`src/rtl/mem_stage_pkg.sv`:
```
// Shared types and constants for the MEM pipeline stage and its data-memory request FSM.
package mem_stage_pkg;

    typedef enum logic [0:0] {
        ST_IDLE = 1'b0,
        ST_BUSY = 1'b1
    } mem_state_e;

    localparam int TIMEOUT_DEFAULT = 16;

    // Counter only has to reach TIMEOUT-1, so clog2(TIMEOUT) bits suffice.
    function automatic int cnt_width(input int timeout);
        return (timeout < 2) ? 1 : $clog2(timeout);
    endfunction

endpackage

```
`src/rtl/dmem_req_fsm.sv`:
```
// Data-memory request sequencer: captures a load/store, holds req until ack or timeout,
// and produces the upstream stall and bus-error pulse.
module dmem_req_fsm
    import mem_stage_pkg::*;
#(
    parameter int DATA_W  = 32,
    parameter int REG_W   = 5,
    parameter int TIMEOUT = TIMEOUT_DEFAULT
) (
    input  logic              clk_i,
    input  logic              rst_i,
    input  logic              valid_i,
    input  logic              mem_read_i,
    input  logic              mem_write_i,
    input  logic              reg_write_i,
    input  logic              mem_to_reg_i,
    input  logic [DATA_W-1:0] addr_i,
    input  logic [DATA_W-1:0] wdata_i,
    input  logic [REG_W-1:0]  rd_i,
    input  logic              ack_i,
    output logic              busy_o,
    output logic              done_o,
    output logic              stall_o,
    output logic              req_o,
    output logic              we_o,
    output logic [DATA_W-1:0] addr_o,
    output logic [DATA_W-1:0] wdata_o,
    output logic              cap_reg_write_o,
    output logic              cap_mem_to_reg_o,
    output logic [REG_W-1:0]  cap_rd_o,
    output logic              bus_err_o
);

    localparam int CNT_W = cnt_width(TIMEOUT);
    localparam logic [CNT_W-1:0] CNT_MAX = CNT_W'(TIMEOUT - 1);

    mem_state_e        state_q, state_d;
    logic [CNT_W-1:0]  cnt_q, cnt_d;
    logic              bus_err_q, bus_err_d;
    logic              we_q, we_d;
    logic [DATA_W-1:0] addr_q, addr_d;
    logic [DATA_W-1:0] wdata_q, wdata_d;
    logic              reg_write_q, reg_write_d;
    logic              mem_to_reg_q, mem_to_reg_d;
    logic [REG_W-1:0]  rd_q, rd_d;

    logic memop_s;
    logic busy_s;
    logic timeout_s;

    assign memop_s   = valid_i & (mem_read_i | mem_write_i);
    assign busy_s    = (state_q == ST_BUSY);
    assign timeout_s = busy_s & ~ack_i & (cnt_q == CNT_MAX);

    // Next-state, timeout counter and request capture
    always_comb begin
        state_d      = state_q;
        cnt_d        = cnt_q;
        bus_err_d    = 1'b0;
        we_d         = we_q;
        addr_d       = addr_q;
        wdata_d      = wdata_q;
        reg_write_d  = reg_write_q;
        mem_to_reg_d = mem_to_reg_q;
        rd_d         = rd_q;
        case (state_q)
            ST_IDLE: begin
                if (memop_s) begin
                    state_d      = ST_BUSY;
                    cnt_d        = '0;
                    we_d         = mem_write_i;
                    addr_d       = addr_i;
                    wdata_d      = wdata_i;
                    reg_write_d  = reg_write_i;
                    mem_to_reg_d = mem_to_reg_i;
                    rd_d         = rd_i;
                end else begin
                    state_d = ST_IDLE;
                end
            end
            ST_BUSY: begin
                // ack takes priority over a coincident timeout
                if (ack_i) begin
                    state_d = ST_IDLE;
                    cnt_d   = '0;
                end else if (timeout_s) begin
                    state_d   = ST_IDLE;
                    cnt_d     = '0;
                    bus_err_d = 1'b1;
                end else begin
                    cnt_d = cnt_q + CNT_W'(1);
                end
            end
            default: begin
                state_d = ST_IDLE;
                cnt_d   = '0;
            end
        endcase
    end

    // State, counter and captured request registers
    always_ff @(posedge clk_i or posedge rst_i) begin
        if (rst_i) begin
            state_q      <= ST_IDLE;
            cnt_q        <= '0;
            bus_err_q    <= 1'b0;
            we_q         <= 1'b0;
            addr_q       <= '0;
            wdata_q      <= '0;
            reg_write_q  <= 1'b0;
            mem_to_reg_q <= 1'b0;
            rd_q         <= '0;
        end else begin
            state_q      <= state_d;
            cnt_q        <= cnt_d;
            bus_err_q    <= bus_err_d;
            we_q         <= we_d;
            addr_q       <= addr_d;
            wdata_q      <= wdata_d;
            reg_write_q  <= reg_write_d;
            mem_to_reg_q <= mem_to_reg_d;
            rd_q         <= rd_d;
        end
    end

    assign busy_o           = busy_s;
    assign done_o           = busy_s & ack_i;
    assign stall_o          = ~rst_i & (busy_s ? (~ack_i & ~timeout_s) : memop_s);
    assign req_o            = busy_s;
    assign we_o             = we_q;
    assign addr_o           = addr_q;
    assign wdata_o          = wdata_q;
    assign cap_reg_write_o  = reg_write_q;
    assign cap_mem_to_reg_o = mem_to_reg_q;
    assign cap_rd_o         = rd_q;
    assign bus_err_o        = bus_err_q;

endmodule

```
`src/rtl/mem_stage.sv`:
```
// MIPS MEM stage: branch/jump redirect, data-memory access via dmem_req_fsm,
// and the MEM/WB pipeline register.
module mem_stage
    import mem_stage_pkg::*;
#(
    parameter int DATA_W  = 32,
    parameter int REG_W   = 5,
    parameter int TIMEOUT = TIMEOUT_DEFAULT
) (
    input  logic              clk,
    input  logic              reset,
    input  logic              iValid,
    input  logic              iRegWrite,
    input  logic              iMemToReg,
    input  logic              iMemWrite,
    input  logic              iMemRead,
    input  logic              iMemBranch,
    input  logic              ijump,
    input  logic [DATA_W-1:0] iAdderSL2Result,
    input  logic              iZFlag,
    input  logic [DATA_W-1:0] iAluRes,
    input  logic [DATA_W-1:0] iData2,
    input  logic [REG_W-1:0]  iRegDestMux,
    output logic              oDmemReq,
    output logic              oDmemWe,
    output logic [DATA_W-1:0] oDmemAddr,
    output logic [DATA_W-1:0] oDmemWData,
    input  logic              iDmemAck,
    input  logic [DATA_W-1:0] iDmemRData,
    output logic              oStall,
    output logic              oPCSrc,
    output logic [DATA_W-1:0] oBranchTarget,
    output logic              oBusErr,
    output logic              oValid,
    output logic              oRegWrite,
    output logic              oMemToReg,
    output logic [DATA_W-1:0] oReadData,
    output logic [DATA_W-1:0] oAluRes,
    output logic [REG_W-1:0]  oRegDestMux
);

    logic              fsm_busy_s;
    logic              fsm_done_s;
    logic              cap_reg_write_s;
    logic              cap_mem_to_reg_s;
    logic [REG_W-1:0]  cap_rd_s;
    logic              memop_s;

    logic              valid_q, valid_d;
    logic              reg_write_q, reg_write_d;
    logic              mem_to_reg_q, mem_to_reg_d;
    logic [DATA_W-1:0] read_data_q, read_data_d;
    logic [DATA_W-1:0] alu_res_q, alu_res_d;
    logic [REG_W-1:0]  rd_q, rd_d;

    dmem_req_fsm #(
        .DATA_W  (DATA_W),
        .REG_W   (REG_W),
        .TIMEOUT (TIMEOUT)
    ) u_fsm (
        .clk_i            (clk),
        .rst_i            (reset),
        .valid_i          (iValid),
        .mem_read_i       (iMemRead),
        .mem_write_i      (iMemWrite),
        .reg_write_i      (iRegWrite),
        .mem_to_reg_i     (iMemToReg),
        .addr_i           (iAluRes),
        .wdata_i          (iData2),
        .rd_i             (iRegDestMux),
        .ack_i            (iDmemAck),
        .busy_o           (fsm_busy_s),
        .done_o           (fsm_done_s),
        .stall_o          (oStall),
        .req_o            (oDmemReq),
        .we_o             (oDmemWe),
        .addr_o           (oDmemAddr),
        .wdata_o          (oDmemWData),
        .cap_reg_write_o  (cap_reg_write_s),
        .cap_mem_to_reg_o (cap_mem_to_reg_s),
        .cap_rd_o         (cap_rd_s),
        .bus_err_o        (oBusErr)
    );

    assign memop_s = iMemRead | iMemWrite;

    // MEM/WB next value: completed memop, pass-through ALU op, or bubble
    always_comb begin
        valid_d      = 1'b0;
        reg_write_d  = 1'b0;
        mem_to_reg_d = 1'b0;
        read_data_d  = '0;
        alu_res_d    = '0;
        rd_d         = '0;
        if (fsm_done_s) begin
            valid_d      = 1'b1;
            reg_write_d  = cap_reg_write_s;
            mem_to_reg_d = cap_mem_to_reg_s;
            read_data_d  = oDmemWe ? '0 : iDmemRData;
            alu_res_d    = oDmemAddr;
            rd_d         = cap_rd_s;
        end else if (!fsm_busy_s && iValid && !memop_s) begin
            valid_d      = 1'b1;
            reg_write_d  = iRegWrite;
            mem_to_reg_d = iMemToReg;
            alu_res_d    = iAluRes;
            rd_d         = iRegDestMux;
        end else begin
            valid_d = 1'b0;
        end
    end

    // MEM/WB pipeline register
    always_ff @(posedge clk or posedge reset) begin
        if (reset) begin
            valid_q      <= 1'b0;
            reg_write_q  <= 1'b0;
            mem_to_reg_q <= 1'b0;
            read_data_q  <= '0;
            alu_res_q    <= '0;
            rd_q         <= '0;
        end else begin
            valid_q      <= valid_d;
            reg_write_q  <= reg_write_d;
            mem_to_reg_q <= mem_to_reg_d;
            read_data_q  <= read_data_d;
            alu_res_q    <= alu_res_d;
            rd_q         <= rd_d;
        end
    end

    // Redirect only from IDLE and never while stalling upstream
    assign oPCSrc = ~reset & ~fsm_busy_s & ~oStall & iValid & ((iMemBranch & iZFlag) | ijump);
    assign oBranchTarget = iAdderSL2Result;

    assign oValid      = valid_q;
    assign oRegWrite   = reg_write_q;
    assign oMemToReg   = mem_to_reg_q;
    assign oReadData   = read_data_q;
    assign oAluRes     = alu_res_q;
    assign oRegDestMux = rd_q;

endmodule
```
`config.mk`:
```
export PLATFORM = sky130hd
export DESIGN_NAME = mem_stage
export DESIGN_NICKNAME = d
export VERILOG_FILES = /design/src/rtl/mem_stage_pkg.sv /design/src/rtl/dmem_req_fsm.sv /design/src/rtl/mem_stage.sv
export SDC_FILE = /design/constraint.sdc
export NUM_CORES = 1
export LEC_CHECK = 0
export BUFFER_PORTS_ARGS = -buffer_cell sky130_fd_sc_hd__buf_2
export CORE_ASPECT_RATIO = 0.7
export CORE_MARGIN = 2
export CORE_UTILIZATION = 37
export DETAILED_ROUTE_END_ITERATION = 6
export PLACE_DENSITY = 0.67
export SLEW_MARGIN = 20
export SYNTH_ARGS = -nofsm -noshare
export SYNTH_HDL_FRONTEND = slang
export SYNTH_HIERARCHICAL = 1
export SYNTH_SLANG_ARGS = --single-unit
```
`constraint.sdc`:
```
create_clock -name clk -period 4.7 [get_ports clk]
set_clock_uncertainty 0.05 [all_clocks]
set_input_delay 0 -clock clk [delete_from_list [all_inputs] [get_ports clk]]
set_output_delay 0 -clock clk [all_outputs]
set_load 0.02 [all_outputs]
```
==> impl_metrics.py <==
metrics = {
    "status": {
        "status": "finished, final reports clean",
    },
    "synthesis": {
        "synthDistinctLibCells": 30,
        "synth_fp_nets": 602,
        "syn_area_per_cell_um2": 14.14,
        "synth.most_common_cell": "dfrtp_1",
        "synth_cells": 457,
        "synth_area_leaders": "dfrtp_1, mux2_4, o21ai_2",
        "synth_edf_count": 0,
        "synth_top_cell_area_share": 0.5809,
        "synthTopCellsByCount": "dfrtp_1, mux2_4, nand2_1, nand2b_1, o21ai_2",
        "ys_warn_count": 6,
        "synth_area_leader_cell": "dfrtp_1",
        "synth.cell_area_mm2": 0.006461,
        "synth_ff_type": "dfrtp_1",
        "async_reset_ff_frac": 1.000,
        "ys_ff_latch": 150,
        "synth_seq_area_share": 0.5809,
    },
    "global_routing": {
        "grt_busiest_layer": "met2",
        "antenna_found_initial": 0,
        "met1_usage": 0.2121,
        "grt.total_usage": 0.1801,
        "grt.met3_usage": 0.04527,
        "grt_overflow": 0,
        "grt_max_degree": 81,
        "grt_pass1_vias": 5199,
        "grt_pass1_wl_um": 26220,
        "grtUsageMet2": 0.3155,
    },
    "setup_path": {
        "worstSetupStartpointType": "flip-flop",
        "crit_required_ps": 4940,
        "cp_max_fo": 28,
        "critical_path_class": "reg2reg",
        "arrival_ps": 2330,
        "setup.worst_path.end_class": "flip-flop",
    },
    "place": {
        "io_buffer_count": 252,
        "place_ws_ps": 2629,
        "gp_congestion": 0.7627,
        "hpwlAfterDp_um": 10010,
    },
    "floorplan": {
        "fp-row-count": 40,
        "die_h_um": 114.6,
        "coreArea_mm2": 0.01712,
        "fp.dieW_um": 161.9,
        "initial_utilization": 0.3775,
        "die_area_mm2": 0.01855,
        "boundaryPins": 317,
    },
    "clock_tree": {
        "cts.sinks": 150,
        "cts_tree": "yes",
        "clockBufferDepth": 2,
        "cts_made_buffers": 17,
        "path_clk_slew_ps": 60,
        "cts.htree.levels": 4,
        "ctsRootBufferMaster": "clkbuf_16",
        "clk_latency_ps": 410,
        "postCtsSetupBuffers": 0,
    },
    "sta": {
        "whs_ps": 49.14,
        "setup_tns_ps": 0,
        "fin_crit_ps": 2091,
        "final-hold-violation-count": 0,
        "maxSlewViolCount": 0,
        "grt_setup_unrepaired": "false",
        "maxSlewHeadroom": 0.3674,
        "worst_slack_ps": 2609,
        "setup_viol": 0,
        "tightest_slew_ps": 949.0,
        "max_freq_ghz": 0.4781,
        "period_share": 0.4450,
    },
    "detailed_routing": {
        "ant_nets": 0,
        "drt_pre_antenna_iters": 4,
        "route.detailed.drc": 0,
        "num_vias": 4778,
        "drt_iter0_markers": 255,
        "drt-vias-per-instance": 4.503,
        "wire_per_inst_um": 15.79,
        "wl_um": 16750,
    },
    "cells_and_area": {
        "antennaDiodeCount": 0,
        "layout.nets": 962,
        "drive_gt1_frac": 0.4904,
        "fillCellCount": 1387,
        "syn2layout_area_growth_pct": 48.37,
    },
    "hold_path": {
        "hold_path_class": "in2reg",
    },
    "job": {
        "maxCapViolCount": 0,
    },
    "pwr": {
        "p_per_area_mw_per_mm2": 424.3,
        "ir_drop_mv": 0.2005,
        "leakagePower_nw": 4.935,
    },
}
[routing by layer]
metal | wire length, µm | part of all wire
met1 | 6751 | 0.40
met2 | 8785 | 0.52
met3 | 902 | 0.054
met4 | 309 | 0.018
met5 | 0 | 0
[worst paths after layout]
| path | from | to | slack [ps] | cells past startpoint |
|---|---|---|---|---|
| worst max-delay path | u_fsm/busy_o$_DFF_PP0_ | u_fsm/cap_rd_o[0]$_DFFE_PP0P_ | 2610 | 3 |
| worst min-delay path | iMemRead | u_fsm/cnt_q[0]$_DFFE_PP0P_ | 50 | 4 |
| worst max register to register | u_fsm/busy_o$_DFF_PP0_ | u_fsm/cap_rd_o[0]$_DFFE_PP0P_ | 2610 | 3 |
| worst min register to register | u_fsm/cap_rd_o[4]$_DFFE_PP0P_ | oRegDestMux[4]$_DFF_PP0_ | 430 | 2 |
| max in group asynchronous | reset | u_fsm/wdata_o[7]$_DFFE_PP0P_ | 3150 | 6 |
| min in group asynchronous | reset | oReadData[1]$_DFF_PP0_ | 430 | 4 |
[cell usage in the layout, fill, tap and decap left out, types with 4 or more instances in the layout]
| cell | instances |
|---|---|
| nand2_1 | 41 |
| buf_4 | 5 |
| clkinv_4 | 4 |
| mux2_4 | 70 |
| clkbuf_16 | 17 |
| nand2b_1 | 41 |
| dfrtp_1 | 150 |
| dlygate4sd3_1 | 139 |
| o21ai_2 | 39 |
| and2_1 | 32 |
| clkinv_2 | 6 |
| buf_2 | 252 |
[power by group]
group | switching, mW | total, mW | internal (mW)
Clock | 0.538 | 1.36 | 0.826
Sequential | 0.131 | 1.63 | 1.50
Combinational | 0.566 | 1.08 | 0.510
[area by class of cell]
class                   instances  area, µm²  area share
well taps                     231      289.0     0.03015
inverters                       2      10.01    0.001044
repair buffers                397       2718      0.2835
clock inverters                11      123.9     0.01292
flip-flops and latches        150       3754      0.3915
clock buffers                  21      470.5     0.04907
multi-input cells             249       2222      0.2318
[worst max-delay path: stages, from the launching register on]
cell and delay (ps):
dfrtp_1 520, nor2_8 450, buf_4 540, mux2_2 390
[what timing repair did]
| action | in CTS | in global routing |
|---|---|---|
| gates resized for setup | 0 | 0 |
| endpoints found under the hold margin | 253 | 0 |
| hold buffers | 139 | 0 |
[cells by family after synthesis]
group | count (synthesis) | share of synthesized area
mux | 73 | 0.1677
buf+inv | 58 | 0.07552
compound gates | 46 | 0.06139
flops | 150 | 0.5809
fa+ha+maj | 1 | 0.001936
xor+xnor | 1 | 0.001356
simple gates | 128 | 0.1112
[through the flow]
stage / instance area, µm² / instances / util / power (mW)
final: 9587 / 1061 / 0.5601 / 4.068
after global routing: 9587 / 1061 / 0.5601 / 4.253
after CTS: 9559 / 1060 / 0.5585 / 4.099
after detailed placement: 7574 / 889 / 0.4425 / 2.607
after global placement: 7572 / 889 / 0.4424 / 2.572
after floorplan: 6461 / 457 / - / 2.329
[flip-flops by register name, indices dropped and copies added, names as in the netlist]
signal,count
u_fsm/cap_rd_o,5
u_fsm/cnt_q,4
u_fsm/bus_err_o,1
oRegDestMux,5
oMemToReg,1
oRegWrite,1
u_fsm/cap_mem_to_reg_o,1
u_fsm/busy_o,1
oReadData,32
oAluRes,32
u_fsm/addr_o,32
u_fsm/we_o,1
u_fsm/cap_reg_write_o,1
oValid,1
u_fsm/wdata_o,32
(Power assumes the default switching activity.)
